$ cat config.mk
export PLATFORM = sky130hd
export DESIGN_NAME = button_conditioner
export DESIGN_NICKNAME = d
export VERILOG_FILES = /design/src/rtl/button_pkg.sv /design/src/rtl/btn_debounce_ch.sv /design/src/rtl/button_conditioner.sv
export SDC_FILE = /design/constraint.sdc
export NUM_CORES = 1
export LEC_CHECK = 0
export CAP_MARGIN = 5
export CORE_UTILIZATION = 55
export CTS_CLUSTER_SIZE = 28
export DETAILED_ROUTE_END_ITERATION = 12
export PLACE_DENSITY = 0.73
export SKIP_CTS_REPAIR_TIMING = 1
export SYNTH_ARGS = -nofsm -noshare
export SYNTH_HDL_FRONTEND = slang
export SYNTH_HIERARCHICAL = 1
export SYNTH_SLANG_ARGS = --single-unit
$ cat constraint.sdc
create_clock -name clk_clk -period 2.55 [get_ports clk_clk]
set_clock_uncertainty 0.1 [all_clocks]
set_input_delay 0.6375 -clock clk_clk [delete_from_list [all_inputs] [get_ports clk_clk]]
set_output_delay 0.6375 -clock clk_clk [all_outputs]
set_load 0.1 [all_outputs]
$ cat src/rtl/button_pkg.sv
// Shared defaults and the debounce counter width helper for button_conditioner.
package button_pkg;

   localparam int NUM_BTN_DEFAULT         = 4;
   localparam int DEBOUNCE_CYCLES_DEFAULT = 500000;

   // Width of a counter that only ever has to reach cycles-1.
   function automatic int cnt_width(input int cycles);
      return ($clog2(cycles) < 1) ? 1 : $clog2(cycles);
   endfunction

endpackage

$ cat src/rtl/btn_debounce_ch.sv
// One button channel: two-flop synchroniser, registered active-high sample,
// stable-sample counter, debounced level and one-cycle press/release pulses.
module btn_debounce_ch
   import button_pkg::*;
#(
   parameter int DEBOUNCE_CYCLES = DEBOUNCE_CYCLES_DEFAULT
)
(
   input  logic clk,
   input  logic rst_n,
   input  logic raw_n,
   output logic level,
   output logic press,
   output logic release_pulse
);

   localparam int              CW       = cnt_width(DEBOUNCE_CYCLES);
   localparam logic [CW-1:0]   CNT_LAST = CW'(DEBOUNCE_CYCLES - 1);

   logic          sync_q1;
   logic          sync_q2;
   logic          sample;
   logic [CW-1:0] cnt;
   logic          accept;

   // The sample register gives a full DEBOUNCE_CYCLES+2 edges from first capture to level change.
   assign accept = (sample != level) && (cnt == CNT_LAST);

   always_ff @(posedge clk or negedge rst_n) begin
      if (!rst_n) begin
         sync_q1       <= 1'b1;
         sync_q2       <= 1'b1;
         sample        <= 1'b0;
         cnt           <= '0;
         level         <= 1'b0;
         press         <= 1'b0;
         release_pulse <= 1'b0;
      end else begin
         sync_q1       <= raw_n;
         sync_q2       <= sync_q1;
         sample        <= ~sync_q2;
         press         <= accept && !level;
         release_pulse <= accept && level;
         if (sample == level) begin
            cnt <= '0;
         end else if (accept) begin
            cnt   <= '0;
            level <= ~level;
         end else begin
            cnt <= cnt + CW'(1);
         end
      end
   end

endmodule

$ cat src/rtl/button_conditioner.sv
// Debounces NUM_BTN active-low board keys into levels and press/release pulses.
// Define BTN_PRESS_COUNT_EN to add the 8-bit press_count and its count_clr input.
module button_conditioner
   import button_pkg::*;
#(
   parameter int DEBOUNCE_CYCLES = DEBOUNCE_CYCLES_DEFAULT,
   parameter int NUM_BTN         = NUM_BTN_DEFAULT
)
(
   input  logic               clk_clk,
   input  logic               reset_reset_n,
   input  logic [NUM_BTN-1:0] btn_raw_n,
   output logic [NUM_BTN-1:0] btn_level,
   output logic [NUM_BTN-1:0] btn_press,
   output logic [NUM_BTN-1:0] btn_release
`ifdef BTN_PRESS_COUNT_EN
   ,
   input  logic               count_clr,
   output logic [7:0]         press_count
`endif
);

   for (genvar i = 0; i < NUM_BTN; i++) begin : g_ch
      btn_debounce_ch #(
         .DEBOUNCE_CYCLES (DEBOUNCE_CYCLES)
      ) u_ch (
         .clk           (clk_clk),
         .rst_n         (reset_reset_n),
         .raw_n         (btn_raw_n[i]),
         .level         (btn_level[i]),
         .press         (btn_press[i]),
         .release_pulse (btn_release[i])
      );
   end

`ifdef BTN_PRESS_COUNT_EN
   logic [7:0] press_inc;

   always_comb begin
      press_inc = '0;
      for (int i = 0; i < NUM_BTN; i++) begin
         press_inc = press_inc + 8'(btn_press[i]);
      end
   end

   // A clear drops the history but still counts presses landing in the same cycle.
   always_ff @(posedge clk_clk or negedge reset_reset_n) begin
      if (!reset_reset_n) begin
         press_count <= '0;
      end else if (count_clr) begin
         press_count <= press_inc;
      end else begin
         press_count <= press_count + press_inc;
      end
   end
`endif

endmodule
# After elaboration in Yosys (flattened, before gate mapping)
# Index checks and enable logic that the tools add are counted.
# word_totals
output_inout_bits	12
elab_cells	84
register_bits	100
# op_classes
addsub	4
bitwise	12
n_mux	8
n_eq_ne	12
n_reduce_logical	20
# ops
cell	n
two-way mux 19 bit	8
adder 19 x 1 -> 19 bit, second input constant	4
equality test 19 bit, second input constant	4
logical AND 1 bit	12
inverter 1 bit	12
AND reduction 2 bit	4
equality test 1 bit	4
zero test 1 bit	4
!= test 1 bit	4

# Longest topological paths before layout
# logic_depth
ltp_word	4
ltp_mapped	6

# Cells and area by module
# The synthesis kept the hierarchy.
# modules_own_cells
module	cells_each	instances	area_each_um2
btn_debounce_ch	112	4	1186.1

# Worst setup path before layout
# Ideal clock, no wire load.
# synth_timing
kind	reg2reg
start	reg g_ch[0].u_ch.cnt[0]
end	reg g_ch[0].u_ch.cnt[10]
path_stages_with_launch	7
path_slack_ps	561
period_less_slack_ps	1989
path_buffers	1
t_required_ps	2331
arrival_time_ps	1771
cell_sequence	dfrtp_1 > ha_1 > nand4_4 > or4b_4 > o21ai_4 > buf_6 > nor2_1
# synth_via
elab_chain_cells	4
word_cells_on_any_way	5
# synth_rtl
element	line_no	rtl
start, declared	btn_debounce_ch.sv:23	logic [CW-1:0] cnt;
start signal, assigned	btn_debounce_ch.sv:50	cnt <= cnt + CW'(1);
branches (longest 2 deep; another with adder 19 x 1 -> 19 bit)	-	
two-way mux 19 bit (*)	btn_debounce_ch.sv:46	end else if (accept) begin
two-way mux 19 bit (*)	btn_debounce_ch.sv:44	if (sample == level) begin
# Every way passes the cells marked *.
# A chain may end at the register's enable or synchronous reset.

# Worst setup path in the final report
# layout_timing
start	reg g_ch[3].u_ch.cnt[0]
end	reg g_ch[3].u_ch.cnt[10]
# layout_via
elab_chain_cells	4
word_cells_on_any_way	5
# layout_rtl
element	line_no
start, declared	btn_debounce_ch.sv:23
start signal, assigned	btn_debounce_ch.sv:50
branches (longest 2 deep; another with adder 19 x 1 -> 19 bit)	-
two-way mux 19 bit (*)	btn_debounce_ch.sv:46
two-way mux 19 bit (*)	btn_debounce_ch.sv:44
# Marked as above.

==> results by group <==
Power
  – Power per cell area: 541 nW/um^2
  – Switching power: 632 uW
  – Comb pwr share: 3.6%
  – Clock Power Share: 38.2%
  – Maximum VDD drop: 298 uV
  – Reg power frac: 58.3%
  – Switching portion of total power: 22.5%
  – Int Pwr: 2180 uW
  – Static Leak: 0.00211 uW

Synth
  – Synth Area per Inst: around 11 um^2
  – Synth Cell Area: 4740 um^2
  – Synthesized Nets: roughly 460
  – Number of distinct library cells after synthesis: 24
  – Seq/Total Area, Yosys: 53.0%
  – Gate Count Post-Synth: 448
  – Ys Warns: 6
  – Synth Register Bits: 100

Drt
  – DRT Wirelength: 8080 um
  – TritonRoute pass-1 iters: 5
  – DRT antenna net count: 0
  – DRC: 0
  – Vias per inst: between 5 and 6
  – Iter 0 DRT Violations: 156
  – Vias: 3244
  – Wirelength per Cell: 13.9 um

Finish
  – Ratio of cells with drive above 1 in the final layout: 12.1%
  – Ant. Diodes: 0
  – Final core utilization: 62.7%
  – Synthesis-to-layout area growth: 9.76%
  – Nets: 483

Worst setup path
  – Setup crit end: g_ch[3].u_ch/cnt[10]
  – CP max FO: 16
  – Worst Setup Start Kind: flop
  – Worst r2r src: g_ch[3].u_ch/cnt[0]
  – Worst setup EP type: flop
  – Critical Path AT: 2380 ps
  – Data required time of the worst path: 2690 ps
  – R2r setup slk: 310 ps
  – Worst Setup SP: g_ch[3].u_ch/cnt[0]
  – Worst reg2reg endpoint: g_ch[3].u_ch/cnt[10]
  – Kind of critical path: reg2reg
  – Reg2reg path depth: 5

Timing
  – Max-slew headroom: between 50% and 60%
  – Final setup fails: 0
  – Slew of the pin with the lowest slew margin: 611 ps
  – Tmin final: 2240 ps
  – Hold Vio Cnt, Final: 0
  – Max-slew violations: 0
  – Setup ws final: 306 ps
  – Fmax: 446 MHz
  – Final Cycle Share: 88.0%
  – RSZ-0062 raised after global routing: no
  – Setup TNS: 0 ps

Hold path
  – Tightest Hold Check Type: in2async

Global route
  – Largest net degree at the start of global routing: ~100
  – GR Overflow Total: 0
  – Total global-route track usage: 20.5%
  – Initial antenna violation count: 0
  – Number of global-route vias before repair: 3126
  – First-pass GRT wire length: between 10000 and 15000 um

Floorplanning
  – Initial Utilization: 57.2%
  – Die area: roughly 9000 um^2
  – Floorplan Core Area: roughly 8300 um^2
  – Row cnt: 33
  – I/O pin count: 18
  – Die span in x: 94.9 um
  – Die height: 94.9 um

Clock tree
  – Clk buf depth: 2
  – Clock buffer count from CTS: 9
  – Root buf cell: clkbuf_8
  – H-tree depth: 3
  – Clock transition at path regs: 90 ps
  – # clock sinks: 100
  – CTS tree: yes
  – Worst-skew pair later-pin latency: approximately 360 ps

Place
  – DP HPWL: ~5300 um
  – Placer congestion estimate: approximately 0.86
  – Setup WS pre-CTS: 292 ps
  – Port Buf Inserts: 17

Run
  – MaxCap Viol Count: 0

Run status
  – Outcome: completed
synthesized netlist by cell type:
cell type  count  share of area (%)
and2_1         4               0.53
nor4_1        36                4.7
inv_1         20                1.6
nor3_1        16                1.7
nor2b_1        4               0.53
o21ai_0        4               0.42
ha_1           4                1.1
nand4_1       24                3.2
and4_2         4               0.84
or4b_4         4                1.2
nand2_1       16                1.3
a21oi_1        4               0.42
o21ai_4        4                1.4
dfrtp_1       92                 49
nand3_1       24                2.5
nand4_4        4                1.8
mux2i_1        8                1.7
buf_6          4               0.95
xnor2_1       52                9.6
nor2_1        84                6.6
dfstp_2        8                4.4
nor3_2         4               0.84
and3_1         4               0.53
xor2_1        20                3.7
cell families after synthesis:
logic type	count (synthesis)	synth area share, %
and+or+nand+nor	228	26.3
DFF	100	53.0
xor gates and xnor gates	72	13.3
buffers and inverters	24	2.53
AOI/OAI and AO/OA	12	2.22
muxes	8	1.69
adders and majority gates	4	1.05
flip-flops by register name (all words and copies together), names as in the netlist:
signal / count
g_ch.u_ch/cnt: 76
g_ch.u_ch/level: 4
g_ch.u_ch/press: 4
g_ch.u_ch/release_pulse: 4
g_ch.u_ch/sample: 4
g_ch.u_ch/sync_q1: 4
g_ch.u_ch/sync_q2: 4
how the worst min path moves through the flow:
stage                           end                  from
2_1_floorplan   g_ch[0].u_ch/cnt[0]         reset_reset_n
3_3_place_gp   g_ch[2].u_ch/sync_q2  g_ch[2].u_ch/sync_q1
3_5_place_dp   g_ch[1].u_ch/sync_q2  g_ch[1].u_ch/sync_q1
4_1_cts         g_ch[1].u_ch/cnt[7]         reset_reset_n
5_1_grt         g_ch[3].u_ch/sample         reset_reset_n
6_report        g_ch[3].u_ch/sample         reset_reset_n
layout make-up:
type	count	area (um^2)
clock buffer	12	165
clock inverter	4	53.8
fill	653	3090
inverter	20	75.1
multi-input combinational	324	2110
sequential	100	2510
tap	105	131
timing repair buffer	18	158
power groups by stage:
| stage | registers [uW] | logic [uW] | clock network [uW] |
|---|---|---|---|
| after global placement | 1670 | 102 | 0 |
| after detailed placement | 1670 | 103 | 0 |
| after CTS | 1640 | 105 | 1110 |
| after global routing | 1650 | 118 | 1170 |
| after floorplan | 1670 | 56.8 | 0 |
| final | 1640 | 100 | 1070 |
critical path, cell delays in order, from the launching register on:
cell and delay, ps:
dfrtp_1 430, ha_1 290, nand4_4 180, or4b_4 600, o21ai_4 410, nor2_1 100
layout by cell type (no fill, tap or decap), types with 8 or more instances in the layout:
cell	synthesis	layout
buf_4	0	13
clkbuf_8	0	12
dfrtp_1	92	92
dfstp_2	8	8
inv_1	20	20
mux2i_1	8	8
nand2_1	16	16
nand3_1	24	24
nand4_1	24	24
nor2_1	84	84
nor3_1	16	16
nor4_1	36	36
xnor2_1	52	52
xor2_1	20	20
routing by layer:
| metal | vias to the layer above | GRT usage [%] | share of wire (%) |
|---|---|---|---|
| met2 | 44 | 31.8 | 46 |
| li1 | 1608 | - | - |
| met4 | 0 | 7.83 | 1.9 |
| met3 | 15 | 4.35 | 2.7 |
| met5 | - | 0 | 0 |
| met1 | 1577 | 28.1 | 49 |
metrics by stage:
stage | cell area [um^2] | power, uW | hold WS [ps] | cells
5_1_grt | 5210 | 2930 | 257 | 583
3_3_place_gp | 4990 | 1770 | 246 | 567
2_1_floorplan | 4740 | 1720 | 242 | 448
3_5_place_dp | 4990 | 1780 | 249 | 567
4_1_cts | 5210 | 2850 | 236 | 583
6_report | 5210 | 2820 | 201 | 583
Power figures use the tool's default switching activity.
